### src/rtl/vin_unistepper_decode.sv
// Unipolar stepper phase decoder: tracks position, direction, step period and phase errors.
// Define VIN_UNISTEPPER_DECODE_FILTER_EN to compile in the FILTER_LEN-sample glitch filter.
module vin_unistepper_decode #(
  parameter int unsigned FILTER_LEN = 8,
  parameter logic [31:0] TIMEOUT    = 32'd50000000
) (
  input  logic        clk,
  input  logic        rst,
  input  logic        enable,
  input  logic        a1,
  input  logic        a2,
  input  logic        b1,
  input  logic        b2,
  output logic [31:0] position,
  output logic [31:0] period,
  output logic        dir,
  output logic        step,
  output logic        locked,
  output logic [15:0] err_count
);
  typedef enum logic {UNLOCKED, LOCKED} state_e;

  state_e      state_q, state_d;
  logic [3:0]  s1_q, s2_q, acc_q, pat;
  logic        pat_new;
  logic [1:0]  prev_q, prev_d, ph, fwd_ph, bwd_ph;
  logic        onehot, illegal;
  logic [31:0] pos_q, pos_d, per_q, per_d, ival_q, ival_d;
  logic        dir_q, dir_d, step_q, step_d, skip_q, skip_d;
  logic [15:0] err_q, err_d;

  always_ff @(posedge clk) begin
    if (rst) begin
      s1_q <= '0;
      s2_q <= '0;
    end else begin
      s1_q <= {b2, b1, a2, a1};
      s2_q <= s1_q;
    end
  end

`ifdef VIN_UNISTEPPER_DECODE_FILTER_EN
  localparam logic [7:0] FLEN = 8'(FILTER_LEN);
  logic [3:0] cand_q;
  logic [7:0] fcnt_q;

  always_ff @(posedge clk) begin
    if (rst) begin
      cand_q <= '0;
      fcnt_q <= '0;
    end else if (s2_q != cand_q) begin
      cand_q <= s2_q;
      fcnt_q <= 8'd1;
    end else if (fcnt_q != FLEN) begin
      fcnt_q <= fcnt_q + 8'd1;
    end
  end

  assign pat     = cand_q;
  assign pat_new = (fcnt_q == FLEN) && (cand_q != acc_q);
`else
  logic unused_filter_len;
  assign unused_filter_len = ^FILTER_LEN;
  assign pat     = s2_q;
  assign pat_new = (s2_q != acc_q);
`endif

  // Only a newly accepted pattern is decoded, so a held phase cannot re-lock after an error.
  always_ff @(posedge clk) begin
    if (rst)          acc_q <= '0;
    else if (pat_new) acc_q <= pat;
  end

  always_comb begin
    onehot  = 1'b1;
    illegal = 1'b0;
    ph      = 2'd0;
    case (pat)
      4'b0001: ph = 2'd0;
      4'b0010: ph = 2'd1;
      4'b0100: ph = 2'd2;
      4'b1000: ph = 2'd3;
      4'b0000: onehot = 1'b0;
      default: begin
        onehot  = 1'b0;
        illegal = 1'b1;
      end
    endcase
  end

  assign fwd_ph = prev_q + 2'd1;
  assign bwd_ph = prev_q - 2'd1;

  always_comb begin
    state_d = state_q;
    prev_d  = prev_q;
    pos_d   = pos_q;
    per_d   = per_q;
    dir_d   = dir_q;
    step_d  = 1'b0;
    err_d   = err_q;
    skip_d  = skip_q;
    ival_d  = (ival_q == '1) ? ival_q : ival_q + 32'd1;
    if (!enable) begin
      state_d = UNLOCKED;
    end else begin
      // skip_q marks that the next step has no valid start point for a period measurement
      if (ival_q >= TIMEOUT) begin
        per_d  = '0;
        skip_d = 1'b1;
      end
      if (pat_new) begin
        case (state_q)
          UNLOCKED: if (onehot) begin
            state_d = LOCKED;
            prev_d  = ph;
            skip_d  = 1'b1;
          end
          LOCKED: begin
            if (onehot && ph == fwd_ph) begin
              step_d = 1'b1;
              dir_d  = 1'b1;
              pos_d  = pos_q + 32'd1;
            end else if (onehot && ph == bwd_ph) begin
              step_d = 1'b1;
              dir_d  = 1'b0;
              pos_d  = pos_q - 32'd1;
            end else if (illegal || (onehot && ph != prev_q)) begin
              err_d   = (err_q == '1) ? err_q : err_q + 16'd1;
              state_d = UNLOCKED;
            end
          end
          default: state_d = UNLOCKED;
        endcase
        if (step_d) begin
          prev_d = ph;
          ival_d = '0;
          skip_d = 1'b0;
          if (!skip_q) per_d = (ival_q == '1) ? ival_q : ival_q + 32'd1;
        end
      end
    end
  end

  always_ff @(posedge clk) begin
    if (rst) begin
      state_q <= UNLOCKED;
      prev_q  <= '0;
      pos_q   <= '0;
      per_q   <= '0;
      dir_q   <= 1'b0;
      step_q  <= 1'b0;
      err_q   <= '0;
      skip_q  <= 1'b0;
      ival_q  <= '0;
    end else begin
      state_q <= state_d;
      prev_q  <= prev_d;
      pos_q   <= pos_d;
      per_q   <= per_d;
      dir_q   <= dir_d;
      step_q  <= step_d;
      err_q   <= err_d;
      skip_q  <= skip_d;
      ival_q  <= ival_d;
    end
  end

  assign position  = pos_q;
  assign period    = per_q;
  assign dir       = dir_q;
  assign step      = step_q;
  assign locked    = (state_q == LOCKED);
  assign err_count = err_q;
endmodule

### config.mk
export PLATFORM = sky130hd
export DESIGN_NAME = vin_unistepper_decode
export DESIGN_NICKNAME = d
export VERILOG_FILES = /design/src/rtl/vin_unistepper_decode.sv
export SDC_FILE = /design/constraint.sdc
export NUM_CORES = 1
export LEC_CHECK = 0
export ABC_AREA = 1
export ABC_CLOCK_PERIOD_IN_PS = 4300
export CAP_MARGIN = 10
export CORE_MARGIN = 3
export CORE_UTILIZATION = 45
export DETAILED_ROUTE_END_ITERATION = 6
export PLACE_DENSITY = 0.66
export SYNTH_ARGS = -nofsm -noshare
export SYNTH_HDL_FRONTEND = slang
export SYNTH_SLANG_ARGS = --single-unit
### constraint.sdc
create_clock -name clk -period 4.3 [get_ports clk]
set_input_delay 0.86 -clock clk [delete_from_list [all_inputs] [get_ports clk]]
set_output_delay 0.86 -clock clk [all_outputs]
set_load 0.05 [all_outputs]
Word level (Yosys, flattened, before mapping)
Index checks and enable logic that the tools add are counted.
- register bits: 130
- output and inout bits: 83
- input port bits: 7
- logic and storage cells: 83
- eq/ne operators: 11
- bitwise operators: 6
- reductions and logical operators: 14
- $add $sub $neg: 6
- $lt $le $gt $ge: 1
- multiplexer cells: 33
- operators by type and width (kind ; number):
    $mux W32 ; 10
    $add A32 B1 Y32 const B ; 2
    $eq A32 B32 Y1 const B ; 1
    $ge A32 B26 Y1 const B ; 1
    $sub A32 B1 Y32 const B ; 1
    $mux W1 ; 18
    $add A16 B1 Y16 const B ; 1
    $eq A16 B16 Y1 const B ; 1
    $reduce_and A4 Y1 ; 2
    $reduce_and A7 Y1 ; 1
    $mux W2 ; 3
    $not A1 Y1 ; 6
    $pmux W2 S3 ; 1
    $reduce_or A5 Y1 ; 1
    $eq A2 B2 Y1 ; 2
    $eq A4 B1 Y1 const B ; 1
    $eq A4 B2 Y1 const B ; 1
    $eq A4 B3 Y1 const B ; 1
    $eq A4 B4 Y1 const B ; 1
    $logic_not A4 Y1 ; 1
    $ne A4 B4 Y1 ; 1
    $reduce_bool A2 Y1 ; 2
    $reduce_or A4 Y1 ; 1
    $logic_and A1 B1 Y1 ; 3
    8 further kinds ; 8

Depth between registers and ports, before layout
- word-level depth: 12
- mapped depth: 21
- gate-level depth less buffers: 21

Worst setup path before layout
Ideal clock, no wire load.
- kind: register to register
- start: reg s2_q[2], in the netlist pat[2]
- end: reg pos_q[21], in the netlist position[21]
- data arrival time: 3.094 ns
- buffers on the path: 0
- path slack: 1.132 ns
- clock period less this slack: 3.168 ns
- cell stages (with the launch flop): 17
- cells stage by stage: dfxtp_1 > nor2_2 > inv_2 > nand3_2 > xor2_1 > nor2_1 > inv_1 > ha_1 > or2_2 > and2_1 > a21oi_1 > o21ai_0 > nand2_1 > nand2_1 > nand2_1 > nand2_1 > o21ai_0
- longest elaborated chain between the ends: 6
- elaborated cells between the ends (all ways): 15
- classes of those cells: 7 x eq/ne; 3 x mux; 5 x reduce/logical
- RTL lines (element ; line ; text):
    start: declaration ; 24 ; logic [3:0] s1_q, s2_q, acc_q, pat;
    start signal: assignment ; 38 ; s2_q <= s1_q;
    $eq A4 B4 Y1, or another cell as far along ; 78 ; case (pat)
    $pmux W2 S3 or $reduce_or A4 Y1 (tied branches) ; -- ;
    $eq A2 B2 Y1, or another cell as far along ; 120 ; if (onehot && ph == fwd_ph) begin
    $logic_and A1 B1 Y1 (on tied branches) ; 120, 124 ;
    $reduce_bool A2 Y1 (no source line) ; -- ;
    $reduce_and A4 Y1 (no source line) ; -- ;
    end signal: assignment ; 159 ; pos_q <= pos_d;
    end: declaration ; 28 ; logic [31:0] pos_q, pos_d, per_q, per_d, ival_q, ival_d;
Several ways; a longest one is shown, not always the timed one.
A chain may end at the register's enable or synchronous reset.

Final worst setup path
- start: reg s2_q[0], in the netlist pat[0]
- end: reg pos_q[17], in the netlist position[17]
Same word-level chain as after synthesis.

==> flow_summary.ini <==
[critical_path]
endpoint = position[17]
critPathKind = flip-flop to flip-flop
reg2reg_depth = 16
critPathLaunchType = flip-flop
r2r_end = position[17]
worstPathRequired_ps = 4650
rrSetupSlack_ps = 780
startpoint = pat[0]
crit_path_end_kind = flip-flop
cp_data_arrival_time_ps = 3860
r2r_start = pat[0]
critical_path_peak_fanout = 13

[routing]
vias = 8355
drt-pass1-iter-count = 6
avgViaCountPerCell = 5.085
drtAntennaViolNets = 0
route.detailed.drc = 0
routed_wirelength_um = 22660
drt_iter0_drc = 571
wire_per_inst_um = 13.79

[global_routing]
grt-ovfl-total = 0
grt_pass1_vias = 7747
grt_max_degree = 61
grt_pass1_wl_um = 37870
track_usage_pct = 22.91
grt_antenna_before_repair = 0

[timing]
post-route-period-util_pct = 81.78
fin_skew_ps = 13.00
hold_slack_ps = 414.8
tns_ps = 0
max_clock_freq_ghz = 0.2844
final-setup-viol-count = 0
tightest_slew_ps = 786.4
slew_headroom_pct = 47.41
rsz0062_at_grt = false
slew_viol_final = 0
hold_viol = 0
period_minus_slack_ps = 3516

[layout]
syn_to_final_growth_pct = 19.90
diodes = 0
fillers = 1781
layout.area.seq_sq_um = 2603
layout.nets = 1446
multi_input_area_sq_um = 5009
drive_above_1_share_pct = 5.007

[hold_path]
hold_class = flip-flop to flip-flop

[logic_synthesis]
synthFlopType = dfxtp_1
ys_seq_area_share_pct = 31.43
synth.avg_cell_area_sq_um = 6.230
synth_area_leaders = dfxtp_1 (31%), nand2_1 (19%), nor2_1 (9.7%)
synth_area_sq_um = 8279
synth_nets = 1370
netlist_instances = 1329
synth.distinct_cells = 39
synth-seq-cells = 130
ys_warn_count = 0
async_reset_ff_share_pct = 0
synth_top_area_share_pct = 31.43
yosys.area.top_type = dfxtp_1
synth_edf_count = 0

[clocking]
clk_latency_ps = 430
clkTransAtPathRegs_ps = 60
cts.path.max_buffers = 2
cts_hold_buf = 0
post_cts_resized = 0
cts.sinks = 130
postCtsSetupRepairBufs = 0
htreeDepth = 4
root_buffer = clkbuf_16
cts_buffers = 17
cts_tree = done

[power_and_ir_drop]
seqPwrFrac_pct = 38.9
powerDensity_nw_per_um2 = 316.9
leakagePower_nw = 4.491
clkPwrFrac_pct = 50.2
p_comb_share_pct = 10.8
p_int_mw = 2.301
power.switching_uw = 844.6
max-vdd-ir-drop_mv = 0.2648
swShare_pct = 26.85

[floorplanning]
io_pins = 90
placementRows = 48
core_area_sq_um = 17660
die_y_um = 141.6
dieArea_sq_um = 20060
start_util_pct = 46.89
die_x_um = 141.6

[placed_design]
place_hpwl_um = 16580
numPortBuffers = 89
gp_congestion = 0.9819

[run]
max_cap_viol_count = 0

[run_status]
status = completed
[worst min-delay path by stage]
| stage | from | endpoint | slack (ps) | depth (start not counted) |
|---|---|---|---|---|
| after floorplan | s1_q[0] | pat[0] | 390 | 2 |
| after global routing | s1_q[0] | pat[0] | 450 | 2 |
| after global placement | s1_q[2] | pat[2] | 410 | 2 |
| after CTS | s1_q[0] | pat[0] | 420 | 2 |
| final | s1_q[0] | pat[0] | 410 | 2 |
| after detailed placement | s1_q[0] | pat[0] | 410 | 2 |
[critical path, cell delays in order (launching register included)]
cell and delay [ps]:
dfxtp_1 340, nor2_2 180, nand3_2 160, nand2_2 140
nand3_4 110, nor2_1 240, inv_1 310, ha_1 410
or2_2 290, and2_1 180, a21oi_1 280, o21ai_0 310
nand2_1 130, nand2_1 70, nand2_1 60, nand2_1 40
o21ai_0 150
[registers in the layout (all words and copies together) (netlist names), 2 cells and up]
register and count:
prev_q 2, s1_q 4, ival_q 32, pat 4, position 32, err_count 16
acc_q 4, period 32
[cell type report]
cell class | count | area share, %
Inverter | 123 | 4.651
Tap cell | 225 | 2.836
Sequential cell | 130 | 26.22
Clock inverter | 13 | 2.004
Clock buffer | 19 | 4.361
Multi-Input combinational cell | 1036 | 50.45
Timing Repair Buffer | 97 | 9.478
[cell families after synthesis]
group / share of synthesized area [%]
simple gates: 39.72
buf+inv: 8.100
compound gates: 9.385
flops: 31.43
xor+xnor: 6.136
fa+ha+maj: 5.229
[through the flow]
stage                     setup slack [ps]  total power, mW  util (%)  area [sq um]  std cells
after detailed placement             758.6            1.589     52.64          9295       1611
after global routing                 397.4            3.274     56.22          9927       1643
after CTS                            741.1            3.168     56.22          9927       1643
after floorplan                       1132            1.513         -          8279       1329
after global placement               832.8            1.587     52.64          9295       1611
final                                783.7            3.146     56.22          9927       1643
[cell usage after synthesis, drive strengths merged (2+ instances only)]
library cell / instances
nand2: 417
nor2: 221
dfxtp: 130
inv: 122
nand3: 119
a21oi: 90
o21ai: 39
xor2: 34
ha: 33
buf: 29
xnor2: 24
nor3: 20
clkbuf: 11
or2: 9
nand4: 6
a21o: 5
o21bai: 5
nand3b: 3
a31oi: 2
and2: 2
o21a: 2
[power by group through the flow]
stage / sequential [mW] / clock, mW / combinational, mW
after global placement: 1.25 / 0 / 0.335
after floorplan: 1.26 / 0 / 0.256
after detailed placement: 1.25 / 0 / 0.338
after CTS: 1.22 / 1.60 / 0.339
after global routing: 1.23 / 1.66 / 0.389
final: 1.23 / 1.58 / 0.340
[per-layer routing]
layer / global-route usage (%) / vias up / wire length (um)
met5: 0 / - / 0
met4: 7.475 / 0 / 428
met3: 3.741 / 34 / 980
met1: 31.09 / 3742 / 10980
met2: 37.24 / 206 / 10260
li1: - / 4373 / -
[cells in the final DEF, fill, tap and decap left out, types with 7 or more instances in the layout]
cell type / count
nor3_1: 19
buf_4: 8
o21ai_1: 10
o21ai_0: 29
nand3_1: 115
clkbuf_16: 17
xor2_1: 34
a21oi_1: 90
inv_1: 117
dfxtp_1: 130
clkdlybuf4s50_1: 87
xnor2_1: 24
nor2_2: 7
or2_2: 9
nor2_1: 213
nand2_1: 414
ha_1: 33
(Power assumes the default switching activity.)
